==> src/rtl/uart_rx.sv <==
// uart_rx: oversampling UART receiver, downstream counterpart of uart_tx.
// Frame: start, data_wd data bits (LSB first), optional parity, stop.
//
// Ports:
//   clk        in   system clock, rising edge
//   rst        in   asynchronous active-high reset
//   tick       in   1-clk pulse at BAUD*oversampling_rate (from uart_baudgen)
//   rx         in   serial line, idle high, asynchronous to clk
//   dout       out  last received data word
//   rx_done    out  1-clk pulse when a frame completes
//   rx_busy    out  high whenever the FSM is outside IDLE
//   parity_err out  parity mismatch on the last frame
//   frame_err  out  stop bit sampled low on the last frame
//
// Build option: define UART_RX_MAJORITY_EN for 2-of-3 majority sampling.
module uart_rx #(
   parameter int unsigned BAUD              = 9600,
   parameter int unsigned clk_freq          = 50_000_000,
   parameter int unsigned oversampling_rate = 16,
   parameter int unsigned data_wd           = 8,
   parameter logic [1:0]  parity            = 2'd1
) (
   input  logic               clk,
   input  logic               rst,
   input  logic               tick,
   input  logic               rx,
   output logic [data_wd-1:0] dout,
   output logic               rx_done,
   output logic               rx_busy,
   output logic               parity_err,
   output logic               frame_err
);

   if ((oversampling_rate % 2) != 0 || oversampling_rate < 4 || data_wd < 2 ||
       clk_freq < BAUD * oversampling_rate) begin : g_cfg_check
      $error("uart_rx: invalid configuration");
   end

   localparam int unsigned TW = $clog2(oversampling_rate);
   localparam int unsigned BW = $clog2(data_wd);
   localparam logic [TW-1:0] HALF_M1  = TW'(oversampling_rate / 2 - 1);
   localparam logic [TW-1:0] FULL_M1  = TW'(oversampling_rate - 1);
   localparam logic [BW-1:0] LAST_BIT = BW'(data_wd - 1);
   localparam logic          HAS_PAR  = (parity == 2'd1) || (parity == 2'd2);

   typedef enum logic [5:0] {
      S_IDLE   = 6'b000001,
      S_START  = 6'b000010,
      S_DATA   = 6'b000100,
      S_PARITY = 6'b001000,
      S_STOP   = 6'b010000,
      S_DONE   = 6'b100000
   } state_t;

   state_t             state_q, state_d;
   logic               rx_m_q, rx_s_q;
   logic [1:0]         vld_q;
   logic               arm_q, arm_d;
   logic [TW-1:0]      tick_cnt_q, tick_cnt_d;
   logic [BW-1:0]      bit_idx_q, bit_idx_d;
   logic [data_wd-1:0] shreg_q, shreg_d;
   logic               par_pend_q, par_pend_d;
   logic [data_wd-1:0] dout_q, dout_d;
   logic               perr_q, perr_d;
   logic               ferr_q, ferr_d;
   logic               bit_smp;
   logic               par_calc;
   logic               at_half, at_full;

`ifdef UART_RX_MAJORITY_EN
   // The vote window is the decision tick plus the two ticks before it, so the
   // decision lands on the same tick as the single-sample build.
   logic [1:0] samp_q;

   always_ff @(posedge clk or posedge rst) begin
      if (rst) begin
         samp_q <= '1;
      end else if (tick) begin
         samp_q <= {samp_q[0], rx_s_q};
      end
   end

   assign bit_smp = (samp_q[1] & samp_q[0]) | (samp_q[1] & rx_s_q) | (samp_q[0] & rx_s_q);
`else
   assign bit_smp = rx_s_q;
`endif

   assign at_half  = tick && (tick_cnt_q == HALF_M1);
   assign at_full  = tick && (tick_cnt_q == FULL_M1);
   assign par_calc = (^shreg_q) ^ bit_smp;

   always_comb begin
      state_d    = state_q;
      arm_d      = arm_q;
      tick_cnt_d = tick_cnt_q;
      bit_idx_d  = bit_idx_q;
      shreg_d    = shreg_q;
      par_pend_d = par_pend_q;
      dout_d     = dout_q;
      perr_d     = perr_q;
      ferr_d     = ferr_q;

      // arm_q means "line seen high since the last stop sample". vld_q masks
      // the synchronizer reset value so a line that is low when reset is
      // released is not mistaken for a start edge.
      if (vld_q[1] && rx_s_q) arm_d = 1'b1;
      if (tick) tick_cnt_d = tick_cnt_q + TW'(1);

      unique case (state_q)
         S_IDLE: begin
            tick_cnt_d = '0;
            if (!rx_s_q && arm_q) begin
               state_d = S_START;
               arm_d   = 1'b0;
            end
         end
         S_START: begin
            if (at_half) begin
               tick_cnt_d = '0;
               if (bit_smp) begin
                  state_d = S_IDLE;
               end else begin
                  state_d   = S_DATA;
                  bit_idx_d = '0;
               end
            end
         end
         S_DATA: begin
            if (at_full) begin
               tick_cnt_d = '0;
               shreg_d    = {bit_smp, shreg_q[data_wd-1:1]};
               bit_idx_d  = bit_idx_q + BW'(1);
               if (bit_idx_q == LAST_BIT) begin
                  bit_idx_d = '0;
                  state_d   = HAS_PAR ? S_PARITY : S_STOP;
               end
            end
         end
         S_PARITY: begin
            if (at_full) begin
               tick_cnt_d = '0;
               par_pend_d = (parity == 2'd1) ? ~par_calc : par_calc;
               state_d    = S_STOP;
            end
         end
         S_STOP: begin
            // Results are loaded on entry to DONE so they are already valid
            // during the rx_done pulse.
            if (at_full) begin
               tick_cnt_d = '0;
               state_d    = S_DONE;
               dout_d     = shreg_q;
               perr_d     = HAS_PAR & par_pend_q;
               ferr_d     = ~bit_smp;
               arm_d      = bit_smp;
            end
         end
         S_DONE: begin
            tick_cnt_d = '0;
            state_d    = S_IDLE;
         end
         default: begin
            tick_cnt_d = '0;
            state_d    = S_IDLE;
         end
      endcase
   end

   always_ff @(posedge clk or posedge rst) begin
      if (rst) begin
         state_q    <= S_IDLE;
         rx_m_q     <= 1'b1;
         rx_s_q     <= 1'b1;
         vld_q      <= '0;
         arm_q      <= 1'b0;
         tick_cnt_q <= '0;
         bit_idx_q  <= '0;
         shreg_q    <= '0;
         par_pend_q <= 1'b0;
         dout_q     <= '0;
         perr_q     <= 1'b0;
         ferr_q     <= 1'b0;
      end else begin
         state_q    <= state_d;
         rx_m_q     <= rx;
         rx_s_q     <= rx_m_q;
         vld_q      <= {vld_q[0], 1'b1};
         arm_q      <= arm_d;
         tick_cnt_q <= tick_cnt_d;
         bit_idx_q  <= bit_idx_d;
         shreg_q    <= shreg_d;
         par_pend_q <= par_pend_d;
         dout_q     <= dout_d;
         perr_q     <= perr_d;
         ferr_q     <= ferr_d;
      end
   end

   assign dout       = dout_q;
   assign rx_done    = (state_q == S_DONE);
   assign rx_busy    = (state_q != S_IDLE);
   assign parity_err = perr_q;
   assign frame_err  = ferr_q;

endmodule
==> config.mk <==
export PLATFORM = sky130hd
export DESIGN_NAME = uart_rx
export DESIGN_NICKNAME = d
export VERILOG_FILES = /design/src/rtl/uart_rx.sv
export SDC_FILE = /design/constraint.sdc
export NUM_CORES = 1
export LEC_CHECK = 0
export ABC_AREA = 1
export BUFFER_PORTS_ARGS = -buffer_cell sky130_fd_sc_hd__buf_4
export CORE_MARGIN = 5
export CORE_UTILIZATION = 30
export DETAILED_ROUTE_END_ITERATION = 16
export SLEW_MARGIN = 20
export SYNTH_ARGS = -nofsm -noshare
export SYNTH_HDL_FRONTEND = slang
export SYNTH_SLANG_ARGS = --single-unit
==> constraint.sdc <==
create_clock -name clk -period 1.5 [get_ports clk]
set_input_delay 0 -clock clk [delete_from_list [all_inputs] [get_ports clk]]
set_output_delay 0 -clock clk [all_outputs]
set_load 0.005 [all_outputs]
Yosys cells after proc, flatten, opt, wreduce, memory -nomap -nowiden
Cells that the tools add are included.
- bits in registers: 37
- reduce and logical (&&, ||, !) cells: 13
- bitwise gates (word level): 3
- eq/ne operators: 17
- muxes and demuxes: 21
- $add $sub $neg: 2
- operators by type and width (operator ; count):
    $mux W6 ; 6
    $pmux W6 S5 ; 1
    $mux W3 ; 5
    $ne A2 B2 Y1 const B ; 7
    $mux W4 ; 3
    $pmux W4 S2 ; 1
    $reduce_xor A8 Y1 ; 1
    $eq A6 B1 Y1 const B ; 1
    $eq A6 B2 Y1 const B ; 1
    $eq A6 B3 Y1 const B ; 1
    $eq A6 B4 Y1 const B ; 1
    $eq A6 B5 Y1 const B ; 1
    $eq A6 B6 Y1 const B ; 1
    $ne A6 B1 Y1 const B ; 1
    $pmux W3 S2 ; 1
    $reduce_and A2 Y1 ; 3
    $reduce_and A6 Y1 ; 1
    $add A4 B1 Y4 const B ; 1
    $eq A4 B3 Y1 const B ; 1
    $eq A4 B4 Y1 const B ; 1
    $logic_and A1 B1 Y1 ; 4
    $reduce_and A4 Y1 ; 1
    $add A3 B1 Y3 const B ; 1
    $eq A3 B3 Y1 const B ; 1
    7 further kinds ; 10

Longest topological paths before layout
- depth after elaboration: 4
- depth in mapped cells: 10
- gate-level depth less buffers: 10

Least setup slack after synthesis
OpenSTA, ideal clock, no wires.
- path type: register to register
- start point: register tick_cnt_q[0]
- end point: register perr_q (netlist: parity_err)
- library setup time: 125 ps
- slack: 74 ps
- required time: 1375 ps
- path buffers: 1
- cell stages (with the launch flop): 7
- arrival time: 1301 ps
- cell sequence: dfrtp_1 -> ha_1 -> nand3_2 -> nor2_4 -> nand2_1 -> buf_6 -> mux2_4
- cells in the longest elaborated chain, start to end: 3
- RTL lines (what ; line ; RTL):
    from (decl) ; 59 ; logic [TW-1:0] tick_cnt_q, tick_cnt_d;
    from (signal assigned) ; 189 ; tick_cnt_q <= tick_cnt_d;
    $eq A4 B4 Y1 ; 89 ; assign at_full = tick && (tick_cnt_q == FULL_M1);
    $logic_and A1 B1 Y1 ; 89 ;
    $reduce_and A2 Y1 (no line) ; - ;
    to (signal assigned) ; 194 ; perr_q <= perr_d;
    to (decl) ; 64 ; logic perr_q, perr_d;
No other way between the ends.
A chain may end at the register's enable or synchronous reset.

Worst setup path after layout
- start point: register tick_cnt_q[1]
- end point: register state_q[2]
- cells in the longest elaborated chain, start to end: 4
- elaborated cells between the ends (all ways): 9
- classes of those cells: eq/ne (6); reduce/logical (3)
- RTL lines (what ; line ; RTL):
    $eq A4 B4 Y1 or $eq A4 B3 Y1 (tied branches) ; 89, 88 ;
    $logic_and A1 B1 Y1, on equally long branches ; 89, 88 ;
    $ne A2 B2 Y1 (no line) ; - ;
    $reduce_and A6 Y1 (no line) * ; - ;
    to (signal assigned) ; 184 ; state_q <= state_d;
    to (decl) ; 55 ; state_t state_q, state_d;
Every way passes the cells marked *; elsewhere a longest branch is shown, timed or not.

==> out/qor.csv <==
stage;metric;value;unit
status;status;complete, no violations;
cells_and_area;filler_cell_count;635;
grt;grt_max_degree;38;
hold_path;worstHoldStart;vld_q[0];
logic_synthesis;synthFlopType;dfrtp_1;
logic_synthesis;ys_types;29;
critical_path;crit_path_max_incr_delay;0.40;ns
die;num_rows;29;
cells_and_area;area.growth.synth_to_final;29.2;%
timing;finalCritPeriodShare;98.9;%
die;start_util;30.5;%
clock_tree;clk_pin_slew_worst_paths;0.07;ns
logic_synthesis;yosysTopAreaCellShare;44.4;%
logic_synthesis;synth_area;0.00191;mm2
timing;final.setup_skew;0.0101;ns
die;coreArea;0.00628;mm2
critical_path;critical_path_arrival;1.67;ns
logic_synthesis;synthTopCellsByArea;dfrtp_1, nand2_1, inv_1;
die;boundaryPins;16;
cells_and_area;final_nets;291;
hold_path;min_path_type;flop to flop;
critical_path;required;1.69;ns
logic_synthesis;synthesis.nets;249;
critical_path;reg2reg_depth;10;
die;die_w;89.9;um
placement;place_area;0.00224;mm2
grt;grt_pass1_wl;6.67;mm
timing;setup_viol;0;
drt;vias_per_cell;4.46;
hold_path;worstHoldEndpoint;vld_q[1];
timing;final.min_clock_period;1.48;ns
critical_path;crit_chain;ha_4 > nand3_4 > nor2_4 > inv_4 > nand2_4 > nand2_4 > nor2_4 > nand2_4 > nand2_2 > nand2_1;
flow_run;drv_cap;0;
logic_synthesis;ys_async_sr_fraction;100;%
placement;gp_congestion;0.868;
timing;hold_viol;0;
critical_path;timing.reg2reg.setup_slack;0.02;ns
grt;overflow;0;
power;p_leak;1.24;nW
timing;rsz0062_at_grt;true;
timing;final.setup.worst_slack;0.0167;ns
cells_and_area;fin_util;39.4;%
logic_synthesis;avgSynthCellArea;7.91;um2
placement;detailedPlace.worstSlack;0.0200;ns
clock_tree;clock-sinks;37;
clock_tree;cts.htree.levels;2;
logic_synthesis;netlist_instances;242;
critical_path;r2r_end;state_q[2];
placement;hpwl;2.90;mm
critical_path;startpoint_type;flop;
clock_tree;root_buffer;clkbuf_8;
clock_tree;cts_tree;yes;
cells_and_area;diodes;0;
critical_path;cpMostUsedCell;nand2_4;
hold_path;min_path_cells;0;
power;vdd_drop_max;1060;uV
clock_tree;numCtsBuffers;5;
timing;fmax;674;MHz
clock_tree;clk_latency;0.29;ns
drt;drtIter0Drc;71;
critical_path;r2r-start;tick_cnt_q[1];
critical_path;endpoint_kind;flop;
drt;num_vias;1610;
die;die_y;89.9;um
grt;grt_pass1_vias;1477;
logic_synthesis;yosys_warnings;0;
cells_and_area;stdcell_area;0.00247;mm2
timing;maxSlewViolCount;0;
power;power_density;1270;mW/mm2
critical_path;path_class;flop to flop;
critical_path;worstPathMaxFanout;5;
cells_and_area;drive_gt1_share;28.9;%
logic_synthesis;synth_edf_count;0;
logic_synthesis;yosysTopAreaCell;dfrtp_1;
placement;io_buffer_count;15;
logic_synthesis;ys_seq_elements;37;
grt;track_usage;10.0;%
drt;postRouteAntennaNets;0;
die;die-area;0.00808;mm2
drt;route.detailed.drc;0;
grt;antenna_found_initial;0;
clock_tree;cts_max_path_buffers;2;
drt;avgRoutedWirePerCell;11.0;um
drt;first_pass_iters;4;
critical_path;critPathSlowestCell;dfrtp_1;
drt;wl;3.99;mm
logic_synthesis;seq_area_frac_synth;48.6;%
## timing repair
item                       in CTS  in global routing
hold endpoints to repair       36                  0
gates resized for setup         0                 24
hold buffers                    3                  0
setup buffers                   0                  3
setup endpoints to repair       0                 31
## per-layer routing
layer	GRT usage, %	vias up	share of wire [%]
met2	15.7	24	48
met3	2.42	6	3.4
met5	0	-	0
li1	-	839	-
met4	4.47	0	1.9
met1	13.1	741	47
## power by group
group | internal, W | switching [W] | total, W
Combinational | 0.000496 | 0.000735 | 0.00123
Clock | 0.000363 | 0.000342 | 0.000705
Sequential | 0.00111 | 0.0000817 | 0.00119
Total | 0.00197 | 0.00116 | 0.00313
## cell usage after synthesis (3+ instances only)
| cell | number |
|---|---|
| dfstp_2 | 3 |
| o21ai_1 | 17 |
| o21ai_2 | 4 |
| nand2_1 | 87 |
| dfrtp_1 | 34 |
| nor2_2 | 5 |
| nor2_1 | 21 |
| nand4_1 | 5 |
| ha_1 | 3 |
| a21oi_1 | 3 |
| nor2_4 | 3 |
| nand2_2 | 4 |
| nand3_1 | 5 |
| o21ai_0 | 3 |
| inv_2 | 4 |
| inv_1 | 25 |
## kinds of logic after synthesis
| logic type | count (synthesis) | synth area share [%] |
|---|---|---|
| buffers and inverters | 32 | 6.80 |
| AND/OR/NAND/NOR | 136 | 31.8 |
| multiplexers | 1 | 0.784 |
| flip-flops | 37 | 48.6 |
| XOR/XNOR | 3 | 1.37 |
| adder cells (fa/ha/maj) | 3 | 1.96 |
| other | 1 | 0.196 |
| AO/OA/AOI/OAI | 29 | 8.56 |
## area by class of cell
type                    count  area [um2]  area share, %
multi-input cells         173         940           38.0
well taps                  77        96.3           3.90
clock inverters             1        7.51          0.304
repair buffers             38         305           12.3
clock buffers               6        82.6           3.34
inverters                  29         111           4.50
flip-flops and latches     37         930           37.6
## worst max-delay path, delay by kind of cell, from the launching register on
kind          cells  cell delay (ns)
fa+ha+maj         1             0.16
buf+inv           1             0.08
flops             1             0.40
simple gates      8             0.73
## flip-flops by register name (all words and copies together) (netlist names)
register and count:
shreg_q 8, state_q 6, dout 8, bit_idx_q 3, tick_cnt_q 4, frame_err 1, par_pend_q 1, parity_err 1
vld_q 2, bit_smp 1, rx_m_q 1, arm_q 1
## per-stage QoR
step	hold WS [ns]	TNS [ns]	power (W)	cells
after CTS	0.351	0	0.00304	358
after detailed placement	0.113	0	0.00231	348
final	0.348	0	0.00313	361
after floorplan	0.00448	0	0.00195	242
after global placement	0.116	0	0.00229	348
after global routing	0.354	-0.923	0.00337	361
## worst max-delay path by stage
stage,startpoint,to,slack [ns],cells after the start
CTS,tick_cnt_q[1],bit_idx_q[0],0.002,9
global route,tick_cnt_q[1],state_q[2],-0.09,10
finish,tick_cnt_q[1],state_q[2],0.02,10
floorplan,tick_cnt_q[0],parity_err,0.07,6
detailed placement,tick_cnt_q[1],state_q[2],0.02,9
global placement,tick_cnt_q[1],state_q[2],0.03,8
## layout by cell type (no fill, tap or decap), types with 2 or more instances in the layout
| master | synthesis | layout |
|---|---|---|
| a21oi_1 | 3 | 3 |
| buf_4 | 0 | 34 |
| clkbuf_8 | 0 | 6 |
| dfrtp_1 | 34 | 34 |
| dfstp_2 | 3 | 3 |
| dlygate4sd3_1 | 0 | 3 |
| inv_1 | 25 | 24 |
| inv_2 | 4 | 4 |
| nand2_1 | 87 | 85 |
| nand2_2 | 4 | 3 |
| nand2_4 | 2 | 5 |
| nand3_1 | 5 | 5 |
| nand4_1 | 5 | 5 |
| nor2_1 | 21 | 14 |
| nor2_2 | 5 | 7 |
| nor2_4 | 3 | 8 |
| o21ai_0 | 3 | 2 |
| o21ai_1 | 17 | 18 |
| o21ai_2 | 4 | 4 |
| xnor2_1 | 2 | 2 |
Note: power is estimated with default switching activity, not from simulation.
